### src/rtl/stream_rr_arbiter_pkg.sv
// Shared types and defaults for the packet-aware round-robin stream arbiter.
package stream_rr_arbiter_pkg;

   localparam int DEFAULT_DW = 8;
   localparam int DEFAULT_N  = 4;

   typedef enum logic {
      IDLE = 1'b0,
      LOCK = 1'b1
   } state_t;

endpackage

### src/rtl/stream_rr_arbiter_rr_pick.sv
// Combinational round-robin picker: first asserted req after ptr, wrapping modulo N.
module rr_pick #(
   parameter int N  = 4,
   parameter int SW = $clog2(N)
) (
   input  logic [N-1:0]  req,
   input  logic [SW-1:0] ptr,
   output logic [SW-1:0] gnt_idx,
   output logic          gnt_any
);

   logic [SW-1:0] cand;

   // NOTE: every always_comb output gets a default before any branch, so no latch is inferred.
   always_comb begin
      gnt_idx = '0;
      gnt_any = 1'b0;
      cand    = '0;
      // N is a power of two, so SW-bit addition wraps modulo N for free.
      for (int i = 1; i <= N; i++) begin
         cand = ptr + SW'(i);
         if (!gnt_any && req[cand]) begin
            gnt_idx = cand;
            gnt_any = 1'b1;
         end
      end
   end

endmodule

### src/rtl/stream_rr_arbiter.sv
// N-to-1 stream arbiter: round-robin between packets, locked to one owner until its last beat.
module stream_rr_arbiter
   import stream_rr_arbiter_pkg::*;
#(
   parameter int DW = DEFAULT_DW,
   parameter int N  = DEFAULT_N,
   localparam int SW = $clog2(N)
) (
   input  logic            i_clk,
   input  logic            i_reset_n,
   input  logic [N-1:0]    i_valid,
   input  logic [N*DW-1:0] i_data,
   input  logic [N-1:0]    i_last,
   output logic [N-1:0]    o_ready,
   output logic            o_valid,
   output logic [DW-1:0]   o_data,
   output logic            o_last,
   output logic [SW-1:0]   o_src,
   input  logic            i_ready
);

   state_t        state, state_nx;
   logic [SW-1:0] owner;
   logic [SW-1:0] ptr;
   logic [SW-1:0] pick_idx;
   logic          pick_any;
   logic [SW-1:0] sel;
   logic          sel_any;
   logic          load;
   logic          xfer;

   rr_pick #(.N(N), .SW(SW)) u_pick (
      .req     (i_valid),
      .ptr     (ptr),
      .gnt_idx (pick_idx),
      .gnt_any (pick_any)
   );

   // While locked the owner keeps the grant even when it idles, so packets never interleave.
   assign sel     = (state == LOCK) ? owner : pick_idx;
   assign sel_any = (state == LOCK) ? 1'b1  : pick_any;
   assign load    = !o_valid || i_ready;
   assign xfer    = i_reset_n && load && sel_any && i_valid[sel];

   // NOTE: sequential state uses non-blocking assignments so all registers update together.
   always_ff @(posedge i_clk) begin
      if (!i_reset_n) begin
         state <= IDLE;
         owner <= '0;
         ptr   <= SW'(N - 1);
      end else begin
         state <= state_nx;
         if (xfer && state == IDLE && !i_last[sel])
            owner <= sel;
         if (xfer && i_last[sel])
            ptr <= sel;
      end
   end

   always_comb begin
      state_nx = state;
      case (state)
         IDLE:    if (xfer && !i_last[sel]) state_nx = LOCK;
         LOCK:    if (xfer &&  i_last[sel]) state_nx = IDLE;
         default: state_nx = IDLE;
      endcase
   end

   always_comb begin
      o_ready = '0;
      if (i_reset_n && load && sel_any)
         o_ready[sel] = 1'b1;
   end

   // Output beat register: payload only changes on a transfer, valid drops on an empty load.
   always_ff @(posedge i_clk) begin
      if (!i_reset_n) begin
         o_valid <= 1'b0;
         o_data  <= '0;
         o_last  <= 1'b0;
         o_src   <= '0;
      end else if (load) begin
         o_valid <= xfer;
         if (xfer) begin
            o_data <= i_data[sel*DW +: DW];
            o_last <= i_last[sel];
            o_src  <= sel;
         end
      end
   end

endmodule

### config.mk
export PLATFORM = sky130hd
export DESIGN_NAME = stream_rr_arbiter
export DESIGN_NICKNAME = d
export VERILOG_FILES = /design/src/rtl/stream_rr_arbiter_pkg.sv /design/src/rtl/stream_rr_arbiter_rr_pick.sv /design/src/rtl/stream_rr_arbiter.sv
export SDC_FILE = /design/constraint.sdc
export NUM_CORES = 1
export LEC_CHECK = 0
export CAP_MARGIN = 15
export CORE_UTILIZATION = 37
export CTS_BUF_LIST = sky130_fd_sc_hd__clkbuf_2
export DETAILED_ROUTE_END_ITERATION = 6
export GPL_TIMING_DRIVEN = 1
export PLACE_DENSITY = 0.74
export SLEW_MARGIN = 5
export SYNTH_ARGS = -nofsm -noshare
export SYNTH_HDL_FRONTEND = slang
export SYNTH_SLANG_ARGS = --single-unit
export TNS_END_PERCENT = 5
### constraint.sdc
create_clock -name i_clk -period 2 [get_ports i_clk]
set_input_delay 0.3 -clock i_clk [delete_from_list [all_inputs] [get_ports i_clk]]
set_output_delay 0.3 -clock i_clk [all_outputs]
set_load 0.01 [all_outputs]
==> results of run 1 <==
[cell families after synthesis]
group,after synthesis,share of synthesized area
compound gates,55,0.377
buf+inv,13,0.0682
flops,17,0.294
mux,4,0.0346
simple gates,54,0.226
[state kept, by name, indices dropped and copies added (netlist names), named ones only]
| signal | flops |
|---|---|
| o_data | 8 |
| o_last | 1 |
| o_src | 2 |
| o_valid | 1 |
| owner | 2 |
| ptr | 2 |
[tightest hold or removal path, delay by kind of cell, from the launching register on]
kind            cells  cell delay (ns)
compound gates      1             0.05
flops               1             0.36
simple gates        1             0.05
[placed cells by master, fill, tap and decap left out, types with 4 or more instances in the layout]
master and count:
buf_2 4, buf_6 4, a311oi_2 5, dfxtp_1 15
and2_1 9, nor2_1 6, a211oi_1 8, nand2_1 20
nand2b_1 5, a21oi_1 5, clkdlybuf4s50_1 50, a31o_1 8
buf_4 27, nor2b_1 4
[per-stage QoR]
step           setup TNS, ns   util  power, mW  worst slack, ns  std cells
6_report               -1.68  0.724       1.96           -0.150        257
5_1_grt                -3.13  0.724       2.08           -0.207        257
4_1_cts               -0.803  0.721       1.94          -0.0782        257
3_5_place_dp          -13.12  0.675       1.65           -0.783        251
3_3_place_gp          -12.61  0.675       1.62           -0.694        251
2_1_floorplan              0      -       1.11           0.0975        143
[final timing paths]
| check | to | depth (start not counted) | startpoint | slack, ns |
|---|---|---|---|---|
| max | ptr[0] | 8 | ptr[1] | -0.15 |
| min | o_last | 2 | o_last | 0.48 |
| max reg2reg | ptr[0] | 8 | ptr[1] | -0.15 |
| min reg2reg | o_last | 2 | o_last | 0.48 |
[where the power goes]
| group | switching, mW | internal [mW] | total, mW |
|---|---|---|---|
| clock network | 0.116 | 0.0466 | 0.163 |
| logic | 0.613 | 0.670 | 1.28 |
| registers | 0.0699 | 0.442 | 0.512 |
[final cells by class]
cell class | count | area, um2
clock inverter | 1 | 7.51
tap | 31 | 38.8
clock buffer | 3 | 15.0
inverter | 3 | 11.3
fill | 233 | 788
sequential | 17 | 345
multi-input combinational | 113 | 842
timing repair buffer | 89 | 805
[layer usage]
metal  vias up  wire, um  track usage
met3         8       219       0.0491
met5         -         0            0
met2        47      2010        0.438
met1       666      1900        0.342
met4         0        63        0.102
li1        700         -            -
[repair_timing]
item,CTS,global route
setup buffers,3,0
pin swaps,16,1
endpoints found under the setup margin,20,20
gates resized for setup,50,3
==> results_tabular.tex, run 1 <==
\begin{tabular}{lr}
\hline
Metric & Value \\
\hline
\multicolumn{2}{l}{\textbf{Outcome}} \\
Status & finished, violations left \\
Failing checks & design-rule violations, negative setup slack \\
\multicolumn{2}{l}{\textbf{Routing}} \\
Count of vias placed by the detailed router & 1421 \\
Total detailed-routing wirelength & 4190 um \\
Remaining number of nets flagged by the antenna check after routing & 0 \\
DRC marker count from the first detailed-route iteration & 84 \\
Post-route DRC violation count & 3 \\
Vias per Instance & 5.53 \\
Wire length per cell after detailed routing & 16.3 um \\
DR pass1 iterations & 6 \\
\multicolumn{2}{l}{\textbf{Power}} \\
Leakage power figure & 0.831 nW \\
Worst supply voltage drop on vdd & 0.681 mV \\
Power per cell area & 948 nW/um2 \\
\multicolumn{2}{l}{\textbf{Global routing}} \\
Total GRT Usage & 0.265 \\
Total global routing overflow & 0 \\
Number of antenna violations at the first check in global routing & 0 \\
Vias in the first global route & 1431 \\
Largest net degree at the start of global routing & 18 \\
Wire length of the first global-routing pass & between 6000 and 7000 um \\
\multicolumn{2}{l}{\textbf{Yosys}} \\
YS warnings & 0 \\
Proportion of synthesized flip-flops having asynchronous set or reset & 0 \\
Fraction of post-synthesis cell area in the top cell type by area & 0.294 \\
Library cell with the highest instance count after synthesis & nand2\_1 \\
Post-Synthesis Net Count & 186 \\
Mean instance size in the synthesized netlist & 8.08 um2 \\
Post-synth top cells & nand2\_1 (22), dfxtp\_1 (17), a211oi\_1 (10) \\
EDFF count, synth & 0 \\
Sequential share of the synthesized area & 0.294 \\
Post-synthesis sequential element count & 17 \\
Biggest area contributors in the synthesized netlist & dfxtp\_1 (29\%), nand2\_1 (7.1\%), a211oi\_1 (6.5\%) \\
Most used DFF post-synth & dfxtp\_1 \\
Cells after synthesis & $\sim$140 \\
Cell taking the most area after synthesis & dfxtp\_1 \\
Area of the mapped netlist & 1160 um2 \\
Count of distinct cell types in the synthesized netlist & 38 \\
\multicolumn{2}{l}{\textbf{Setup path}} \\
Critical path endpoint category & flop \\
Dominant delay contributor by cell family on the critical path & multiplexers \\
Element type at the critical path start & flop \\
Largest stage delay, worst path & 0.41 ns \\
Data required, critical path & 2.24 ns \\
Most used cell, CP & mux2i\_2 \\
Arrival time reported for the critical path endpoint & 2.39 ns \\
Critical setup path kind & reg -> reg \\
Largest fanout of any net on the critical path & 5 \\
Sequence of cells on the critical path & mux2i\_2, a221oi\_4, a21oi\_2, mux2i\_2, buf\_4, nor3\_2, or3\_1, o211ai\_1 \\
Critical Path Slowest Stage Cell & dfxtp\_4 \\
Bufs and invs on worst path & 1 \\
\multicolumn{2}{l}{\textbf{STA}} \\
Maximum clock rate & 465 MHz \\
Post-route clock skew & between 0.003 and 0.004 ns \\
Worst hold slack & 0.479 ns \\
RSZ-0062 raised after global routing & yes \\
Normalized max-slew margin & 0.754 \\
Final WS setup & -0.150 ns \\
Final period utilization & 1.08 \\
Slew Limit Fails & 0 \\
Setup Viol. Count Final & 17 \\
Min cycle time layout & $\sim$2.2 ns \\
Final Hold Viols & 0 \\
Worst Max-Slew Pin Slew & 0.367 ns \\
\multicolumn{2}{l}{\textbf{Floorplan}} \\
Area of the die & 3350 um2 \\
Die W & between 50 and 60 um \\
Effective utilization at floorplan & 0.405 \\
Die height & 57.9 um \\
CORE AREA & about 2900 um2 \\
\# IOs & 59 \\
Row count & 19 \\
\multicolumn{2}{l}{\textbf{Final layout}} \\
Final nets & 270 \\
Share of post-route cells with drive strength above 1 & 0.296 \\
Post-route cell area & 2060 um2 \\
Antenna cell count & 0 \\
Area overhead of the layout relative to synthesis & 78.6\% \\
\multicolumn{2}{l}{\textbf{Placement}} \\
Area after detailed placement & 1930 um2 \\
Placer congestion estimate & 0.841 \\
HPWL after detailed placement & approximately 3200 um \\
Total of buffers placed on input and output ports & 58 \\
\multicolumn{2}{l}{\textbf{Worst hold path}} \\
Class of the tightest hold or removal check & reg -> reg \\
\multicolumn{2}{l}{\textbf{Flow run}} \\
Number of max-cap violations & 0 \\
\multicolumn{2}{l}{\textbf{Clock tree}} \\
CTS HTree Levels & 1 \\
Worst-skew pair later-pin latency & approximately 0.30 ns \\
Buffer cell driving the clock tree root & clkbuf\_2 \\
Worst-case clock buffer depth & 2 \\
Number of buffers added by the clock tree synthesis step & 3 \\
Clock-pin transition on the worst setup and hold timing paths & 0.17 ns \\
Post-cts hold buffer count & 0 \\
Clock sink count & 17 \\
CTS tree & done \\
\hline
\end{tabular}
Note: power is estimated with default switching activity, not from simulation.
==> run 2: changes to the inputs <==
CORE_UTILIZATION = 59   (was 37)
DONT_BUFFER_PORTS = 1   (was default)
SKIP_LAST_GASP = 1   (was default)
SYNTH_HIERARCHICAL = 1   (was default)
==> run 2 against run 1 <==
  * Critical path depth unchanged
  * Flip-flop and latch count stayed put
  * Setup slack lost 0.20 ns
  * The run ends with negative setup slack left
  * Non-clock buffer count decreased by 64
  * Total power up 0.46%
  * Count of clock-buffer cells in the layout stayed put
  * Sequential share of layout area up 7.1 points
==> results_tabular.tex, run 2 <==
\begin{tabular}{lr}
\hline
Metric & Value \\
\hline
\multicolumn{2}{l}{\textbf{Outcome}} \\
Status & finished, violations left \\
Failing checks & negative setup slack \\
\multicolumn{2}{l}{\textbf{Routing}} \\
Total detailed-routing wirelength & 3150 um (-25\%) \\
Detailed-route wire length on metal 1 & 1210 um (-36\%) \\
Routed length on met2 & 1660 um (-17\%) \\
Met3 WL & 218 um (-0.46\%) \\
Wire length per cell after detailed routing & 16.9 um (+3.8\%) \\
Highest routing layer actually used & met4 \\
Post-route DRC violation count & 0 (-3) \\
Vias per Instance & 6.45 (+17\%) \\
DRC marker count from the first detailed-route iteration & 39 (-54\%) \\
Remaining number of nets flagged by the antenna check after routing & 0 (unchanged) \\
Count of vias placed by the detailed router & 1200 (-16\%) \\
DR pass1 iterations & 5 (-1) \\
\multicolumn{2}{l}{\textbf{Placement}} \\
Area after detailed placement & 1370 um2 (-29\%) \\
HPWL after detailed placement & 2340 um (-27\%) \\
Placer congestion estimate & 0.769 (-8.6\%) \\
Total of buffers placed on input and output ports & 0 (-100\%) \\
\multicolumn{2}{l}{\textbf{Final layout}} \\
Post-route cell area & 1440 um2 (-30\%) \\
Register ranked first by flip-flop count & o\_data \\
Number of flip-flops in the largest register & 8 (unchanged) \\
Storage element area & 344 um2 (-0.36\%) \\
Total area of multi-input combinational cells & 823 um2 (-2.2\%) \\
Final nets & 205 (-24\%) \\
Fill cells & 121 (-48\%) \\
Area overhead of the layout relative to synthesis & 20.9\% \\
Antenna cell count & 0 (unchanged) \\
Top library cells by usage in the layout, fill and taps aside & mux2i\_1 (30), buf\_4 (21), dfxtp\_1 (16) \\
Leading cell type in the layout, fill and taps excluded & mux2i\_1 \\
Share of post-route cells with drive strength above 1 & 0.261 (-0.0356) \\
\multicolumn{2}{l}{\textbf{Setup path}} \\
Critical setup path kind & reg -> reg \\
Element type at the critical path start & flop \\
Reg-to-Reg Start & ptr[1] \\
Sequence of cells on the critical path & nand2b\_1, a21oi\_2, o221ai\_2, inv\_1, o41ai\_1, or4\_4, or4\_4, mux2i\_1 \\
R2R setup slack & -0.35 ns (-0.20 ns) \\
Largest fanout of any net on the critical path & 7 (+2) \\
Worst Reg2Reg Path Length in Cells & 8 (unchanged) \\
Data required, critical path & 2.23 ns (about the same) \\
Largest stage delay, worst path & 0.56 ns (+0.15 ns) \\
Worst R2R End & owner[0] \\
Critical path endpoint category & flop \\
Arrival time reported for the critical path endpoint & 2.58 ns (+0.19 ns) \\
Critical Path Slowest Stage Cell & or4\_4 \\
Most used cell, CP & or4\_4 \\
\multicolumn{2}{l}{\textbf{Floorplan}} \\
Effective utilization at floorplan & 0.662 (+0.257) \\
\# IOs & 59 (unchanged) \\
CORE AREA & 1800 um2 (-37\%) \\
Die W & 47.0 um (-19\%) \\
Area of the die & 2200 um2 (-34\%) \\
Die height & 47.0 um (-19\%) \\
Row count & 15 (-4) \\
\multicolumn{2}{l}{\textbf{Yosys}} \\
EDFF count, synth & 0 (unchanged) \\
Biggest area contributors in the synthesized netlist & dfxtp\_1 (29\%), mux2i\_1 (26\%), a21oi\_1 (7.1\%) \\
Count of distinct cell types in the synthesized netlist & 33 (-13\%) \\
Mean instance size in the synthesized netlist & 8.46 um2 (+4.6\%) \\
Area of the mapped netlist & 1190 um2 (+3.1\%) \\
YS warnings & 6 (+6) \\
Cell taking the most area after synthesis & dfxtp\_1 \\
Post-Synthesis Net Count & 184 (-1.1\%) \\
Most used DFF post-synth & dfxtp\_1 \\
Post-synthesis sequential element count & 17 (unchanged) \\
Cells after synthesis & 141 (-1.4\%) \\
Post-synth top cells & mux2i\_1 (31), a21oi\_1 (17), dfxtp\_1 (17) \\
Proportion of synthesized flip-flops having asynchronous set or reset & 0 (unchanged) \\
Library cell with the highest instance count after synthesis & mux2i\_1 \\
Fraction of post-synthesis cell area in the top cell type by area & 0.285 (-0.00896) \\
Sequential share of the synthesized area & 0.285 (-0.00896) \\
\multicolumn{2}{l}{\textbf{Power}} \\
Leakage power figure & 0.679 nW (-18\%) \\
Power per cell area & 1360 nW/um2 (+44\%) \\
Worst supply voltage drop on vdd & 0.826 mV (+21\%) \\
\multicolumn{2}{l}{\textbf{STA}} \\
Worst hold slack & 0.102 ns (-0.377 ns) \\
Normalized max-slew margin & 0.655 (-0.0990) \\
Min cycle time layout & 2.35 ns (+0.205 ns) \\
Slew Limit Fails & 0 (unchanged) \\
Final sum of negative setup slack & -3.95 ns (-2.26 ns) \\
RSZ-0062 raised after global routing & yes \\
Final period utilization & 1.18 (+0.102) \\
Final Hold Viols & 0 (unchanged) \\
Post-route clock skew & 0.00588 ns (+0.00244 ns) \\
Maximum clock rate & 425 MHz (-8.7\%) \\
Setup Viol. Count Final & 21 (+4) \\
Final WS setup & -0.355 ns (-0.205 ns) \\
Worst Max-Slew Pin Slew & 0.511 ns (+0.144 ns) \\
\multicolumn{2}{l}{\textbf{Worst hold path}} \\
Hold path startpoint & i\_reset\_n \\
Class of the tightest hold or removal check & in -> reg \\
WHS Path Cells & 1 (-1) \\
\multicolumn{2}{l}{\textbf{Global routing}} \\
Largest net degree at the start of global routing & 16 (-2) \\
Number of antenna violations at the first check in global routing & 0 (unchanged) \\
Total global routing overflow & 0 (unchanged) \\
Wire length of the first global-routing pass & 4730 um (-30\%) \\
Vias in the first global route & 1124 (-21\%) \\
Total GRT Usage & 0.306 (+0.0412) \\
\multicolumn{2}{l}{\textbf{Clock tree}} \\
Number of buffers added by the clock tree synthesis step & 3 (unchanged) \\
CTS tree & done \\
Clock-pin transition on the worst setup and hold timing paths & 0.18 ns (about the same) \\
CTS HTree Levels & 1 (unchanged) \\
Buffer cell driving the clock tree root & clkbuf\_2 \\
Worst-case clock buffer depth & 2 (unchanged) \\
Worst-skew pair later-pin latency & 0.31 ns (about the same) \\
Clock sink count & 17 (unchanged) \\
\multicolumn{2}{l}{\textbf{Flow run}} \\
Number of max-cap violations & 0 (unchanged) \\
\hline
\end{tabular}
## run 2: worst max-delay path, delay by kind of cell (launching register included)
kind | cells | cell delay (ns)
AO/OA/AOI/OAI | 3 | 0.39
buffers and inverters | 1 | 0.10
multiplexers | 1 | 0.14
flip-flops | 1 | 0.40
AND/OR/NAND/NOR | 3 | 1.24
## run 2: worst max-delay path by stage
stage / from / to
finish: ptr[1] / owner[0]
global route: ptr[1] / owner[0]
CTS: ptr[1] / owner[0]
detailed placement: ptr[1] / flop
global placement: ptr[1] / owner[1]
floorplan: ptr[1] / owner[1]
## run 2: cell families (layout without fill, tap and decap cells)
family,Yosys count,after routing,synth area share
flops,17,17,0.285
mux,32,32,0.272
simple gates,42,42,0.205
compound gates,37,37,0.188
buf+inv,13,33,0.0504
## run 2: per-layer routing
metal  up-vias  global-route usage
met5         -                   0
met4         0               0.120
met3         8              0.0769
met2        70               0.583
met1       557               0.317
li1        565                   -
## run 2: through the flow
stage	utilization	power [mW]	std cells	setup WS, ns
final	0.800	1.97	186	-0.355
after global routing	0.800	2.08	186	-0.435
after CTS	0.794	1.93	186	-0.343
after detailed placement	0.758	1.70	179	-0.382
after global placement	0.758	1.66	179	-0.245
after floorplan	-	1.32	141	-0.225
## run 2: area by class of cell
cell class                      count  share of cell area
Clock buffer                        3              0.0104
Clock inverter                      1             0.00521
Inverter                            4              0.0104
Multi-Input combinational cell    111               0.571
Sequential cell                    17               0.239
Tap cell                           25              0.0217
Timing Repair Buffer               25               0.142
## run 2: what timing repair did
action	in CTS	in global routing
pin swaps	1	2
setup endpoints to repair	21	21
hold buffers	0	0
setup buffers	2	0
gates cloned	1	0
gates resized for setup	5	3
## run 2: where the power goes
part	leakage (nW)	internal [mW]	switching [mW]
combinational	0.527	0.629	0.597
sequential	0.140	0.444	0.126
clock	0.0126	0.0466	0.123
==> run 3: changes to the inputs <==
CAP_MARGIN = default   (was 15)
TNS_END_PERCENT = default   (was 5)
==> run 3 against run 2 <==
  * The run still ends with negative setup slack left
  * Setup slack got worse by 0.14 ns
  * Largest cell class unchanged
  * First-iteration DRC count rose by 120%
  * Total power rose by 31%
  * Sequential share of layout area fell by 3.8 points
  * Count of clock-buffer cells in the layout did not move
  * Sequential power rose by 4.7%
  * Non-clock buffer count rose by 10
  * Via count rose by 18%
  * Core utilization rose by 15 points
  * Clock power barely moved
  * Fmax fell by 5.8%
==> results_tabular.tex, run 3 (synthesis gave the netlist of run 2 again) <==
\begin{tabular}{lr}
\hline
Metric & Value \\
\hline
\multicolumn{2}{l}{\textbf{Power}} \\
Leakage power figure & 0.790 nW (+16\%) \\
Switching component of the power & 1.15 mW (+35\%) \\
Internal power & 1.44 mW (+28\%) \\
Portion of total power attributed to combinational logic & 0.702 (+0.079) \\
Power share of the clock group & 0.067 (-0.019) \\
Worst supply voltage drop on vdd & 1.27 mV (+54\%) \\
Power per cell area & 1500 nW/um2 (+10\%) \\
Proportion of total power due to net switching & 0.444 (+0.0130) \\
Power share of the sequential group & 0.232 (-0.058) \\
\multicolumn{2}{l}{\textbf{Final layout}} \\
Total area of multi-input combinational cells & 951 um2 (+16\%) \\
Register ranked first by flip-flop count & o\_data \\
Post-route cell area & 1720 um2 (+19\%) \\
Share of post-route cells with drive strength above 1 & 0.386 (+0.125) \\
Leading cell type in the layout, fill and taps excluded & mux2i\_1 \\
Antenna cell count & 0 (unchanged) \\
Fill cells & 44 (-64\%) \\
Top library cells by usage in the layout, fill and taps aside & mux2i\_1 (28), buf\_4 (21), dfxtp\_1 (16) \\
Number of flip-flops in the largest register & 8 (unchanged) \\
Storage element area & 344 um2 (unchanged) \\
Area overhead of the layout relative to synthesis & 44.1\% \\
Final nets & 215 (+4.9\%) \\
\multicolumn{2}{l}{\textbf{Routing}} \\
Total detailed-routing wirelength & 4890 um (+56\%) \\
Vias per Instance & 7.25 (+12\%) \\
DR pass1 iterations & 4 (-1) \\
Remaining number of nets flagged by the antenna check after routing & 0 (unchanged) \\
Count of vias placed by the detailed router & 1421 (+18\%) \\
DRC marker count from the first detailed-route iteration & 84 (+120\%) \\
Post-route DRC violation count & 0 (unchanged) \\
Wire length per cell after detailed routing & 25.0 um (+48\%) \\
\multicolumn{2}{l}{\textbf{Global routing}} \\
Number of antenna violations at the first check in global routing & 0 (unchanged) \\
Vias in the first global route & 1106 (-1.6\%) \\
Total global routing overflow & 0 (unchanged) \\
Total GRT Usage & 0.344 (+0.0381) \\
Largest net degree at the start of global routing & 16 (unchanged) \\
Wire length of the first global-routing pass & 5230 um (+11\%) \\
\multicolumn{2}{l}{\textbf{Clock tree}} \\
Post-cts hold buffer count & 0 (unchanged) \\
Worst-case clock buffer depth & 2 (unchanged) \\
Clock-pin transition on the worst setup and hold timing paths & 0.19 ns (about the same) \\
Worst-skew pair later-pin latency & 0.33 ns (+0.02 ns) \\
CTS tree & done \\
CTS HTree Levels & 1 (unchanged) \\
Clock sink count & 17 (unchanged) \\
Buffer cell driving the clock tree root & clkbuf\_2 \\
Number of buffers added by the clock tree synthesis step & 3 (unchanged) \\
\multicolumn{2}{l}{\textbf{Setup path}} \\
Element type at the critical path start & flop \\
Largest stage delay, worst path & 0.45 ns (-0.11 ns) \\
Arrival time reported for the critical path endpoint & 2.74 ns (+0.16 ns) \\
Most used cell, CP & buf\_6 \\
Critical setup path kind & reg -> reg \\
Data required, critical path & 2.24 ns (about the same) \\
Critical Path Slowest Stage Cell & dfxtp\_4 \\
Largest fanout of any net on the critical path & 7 (unchanged) \\
Critical path endpoint category & flop \\
Sequence of cells on the critical path & nand2b\_4, a21oi\_4, o221ai\_4, buf\_6, mux2i\_4, buf\_6, buf\_6, buf\_6, buf\_16, buf\_8, mux2i\_1, mux2i\_1, nand3\_1, a21oi\_1 \\
\multicolumn{2}{l}{\textbf{Floorplan}} \\
Area of the die & 2200 um2 (unchanged) \\
Die W & 47.0 um (unchanged) \\
Effective utilization at floorplan & 0.662 (unchanged) \\
Row count & 15 (unchanged) \\
Die height & 47.0 um (unchanged) \\
\# IOs & 59 (unchanged) \\
CORE AREA & 1800 um2 (unchanged) \\
\multicolumn{2}{l}{\textbf{STA}} \\
Final period utilization & 1.25 (+0.0724) \\
RSZ-0062 raised after global routing & yes \\
Slew Limit Fails & 0 (unchanged) \\
Post-route clock skew & 0.0166 ns (+0.0107 ns) \\
Final Hold Viols & 0 (unchanged) \\
Min cycle time layout & 2.50 ns (+0.145 ns) \\
Worst Max-Slew Pin Slew & 0.555 ns (+0.0438 ns) \\
Maximum clock rate & 400 MHz (-5.8\%) \\
Setup Viol. Count Final & 21 (unchanged) \\
Normalized max-slew margin & 0.627 (-0.0278) \\
Final WS setup & -0.500 ns (-0.145 ns) \\
\multicolumn{2}{l}{\textbf{Placement}} \\
Placer congestion estimate & 0.840 (+9.2\%) \\
Total of buffers placed on input and output ports & 0 (unchanged) \\
Area after detailed placement & 1360 um2 (-0.18\%) \\
DP Worst Slack & -0.311 ns (+0.0713 ns) \\
HPWL after detailed placement & 2230 um (-4.8\%) \\
\multicolumn{2}{l}{\textbf{Outcome}} \\
Failing checks & negative setup slack \\
Status & finished, violations left \\
\multicolumn{2}{l}{\textbf{Flow run}} \\
Number of max-cap violations & 0 (unchanged) \\
\multicolumn{2}{l}{\textbf{Worst hold path}} \\
Class of the tightest hold or removal check & in -> reg \\
\hline
\end{tabular}
[run 3: cell count changes in the layout (fill, tap and decap cells not counted), sizes merged]
cell / delta
clkinvlp: -1
buf: +10
clkinv: +1
[run 3: metal layers]
metal  track usage  routed length (um)  vias to the layer above
li1              -                   -                      585
met3        0.0615                 651                       27
met5             0                   0                        -
met2         0.581                2290                      153
met4         0.160                 291                        0
met1         0.425                1660                      656
[run 3: final timing paths]
check                           cells after the start   endpoint  slack (ns)       from
worst max-delay path                               14  o_data[2]       -0.50     ptr[1]
worst min register to register                      2  o_data[3]        0.55  o_data[3]
worst max register to register                     14  o_data[2]       -0.50     ptr[1]
worst min-delay path                                1       flop        0.07  i_reset_n
[run 3: layout make-up]
type / count / area share
multi-input cells: 111 / 0.554
clock inverters: 1 / 0.00291
well taps: 25 / 0.0182
flip-flops and latches: 17 / 0.200
clock buffers: 3 / 0.00874
inverters: 4 / 0.00874
repair buffers: 35 / 0.208
[run 3: critical path, delay by kind of cell, from the launching register on]
family | cells | cell delay, ns
AO/OA/AOI/OAI | 3 | 0.54
buffers and inverters | 6 | 0.79
flip-flops | 1 | 0.45
multiplexers | 3 | 0.33
AND/OR/NAND/NOR | 2 | 0.29
[run 3: power by group through the flow]
stage                     sequential [mW]  combinational [mW]  clock (mW)
after floorplan                     0.542               0.807           0
after global placement              0.569                1.11           0
after detailed placement            0.577                1.14           0
after CTS                           0.575                1.34       0.167
after global routing                0.611                1.87       0.182
final                               0.598                1.81       0.172
[run 3: what timing repair did]
| item | CTS | global route |
|---|---|---|
| buffers inserted | 7 | 9 |
| setup endpoints to repair | 21 | 21 |
| cloned | 1 | 0 |
| resized for setup | 13 | 31 |
| pin swaps | 10 | 15 |
[run 3: through the flow]
step                power [mW]  utilization  cells  setup TNS (ns)  hold slack (ns)
floorplan                 1.35            -    141          -0.551            0.433
global placement          1.68        0.757    175           -1.15            0.434
detailed placement        1.72        0.757    175           -2.91            0.440
CTS                       2.08        0.843    187           -3.72           0.0834
global route              2.66        0.953    196           -9.41           0.0619
finish                    2.58        0.953    196           -8.44           0.0672
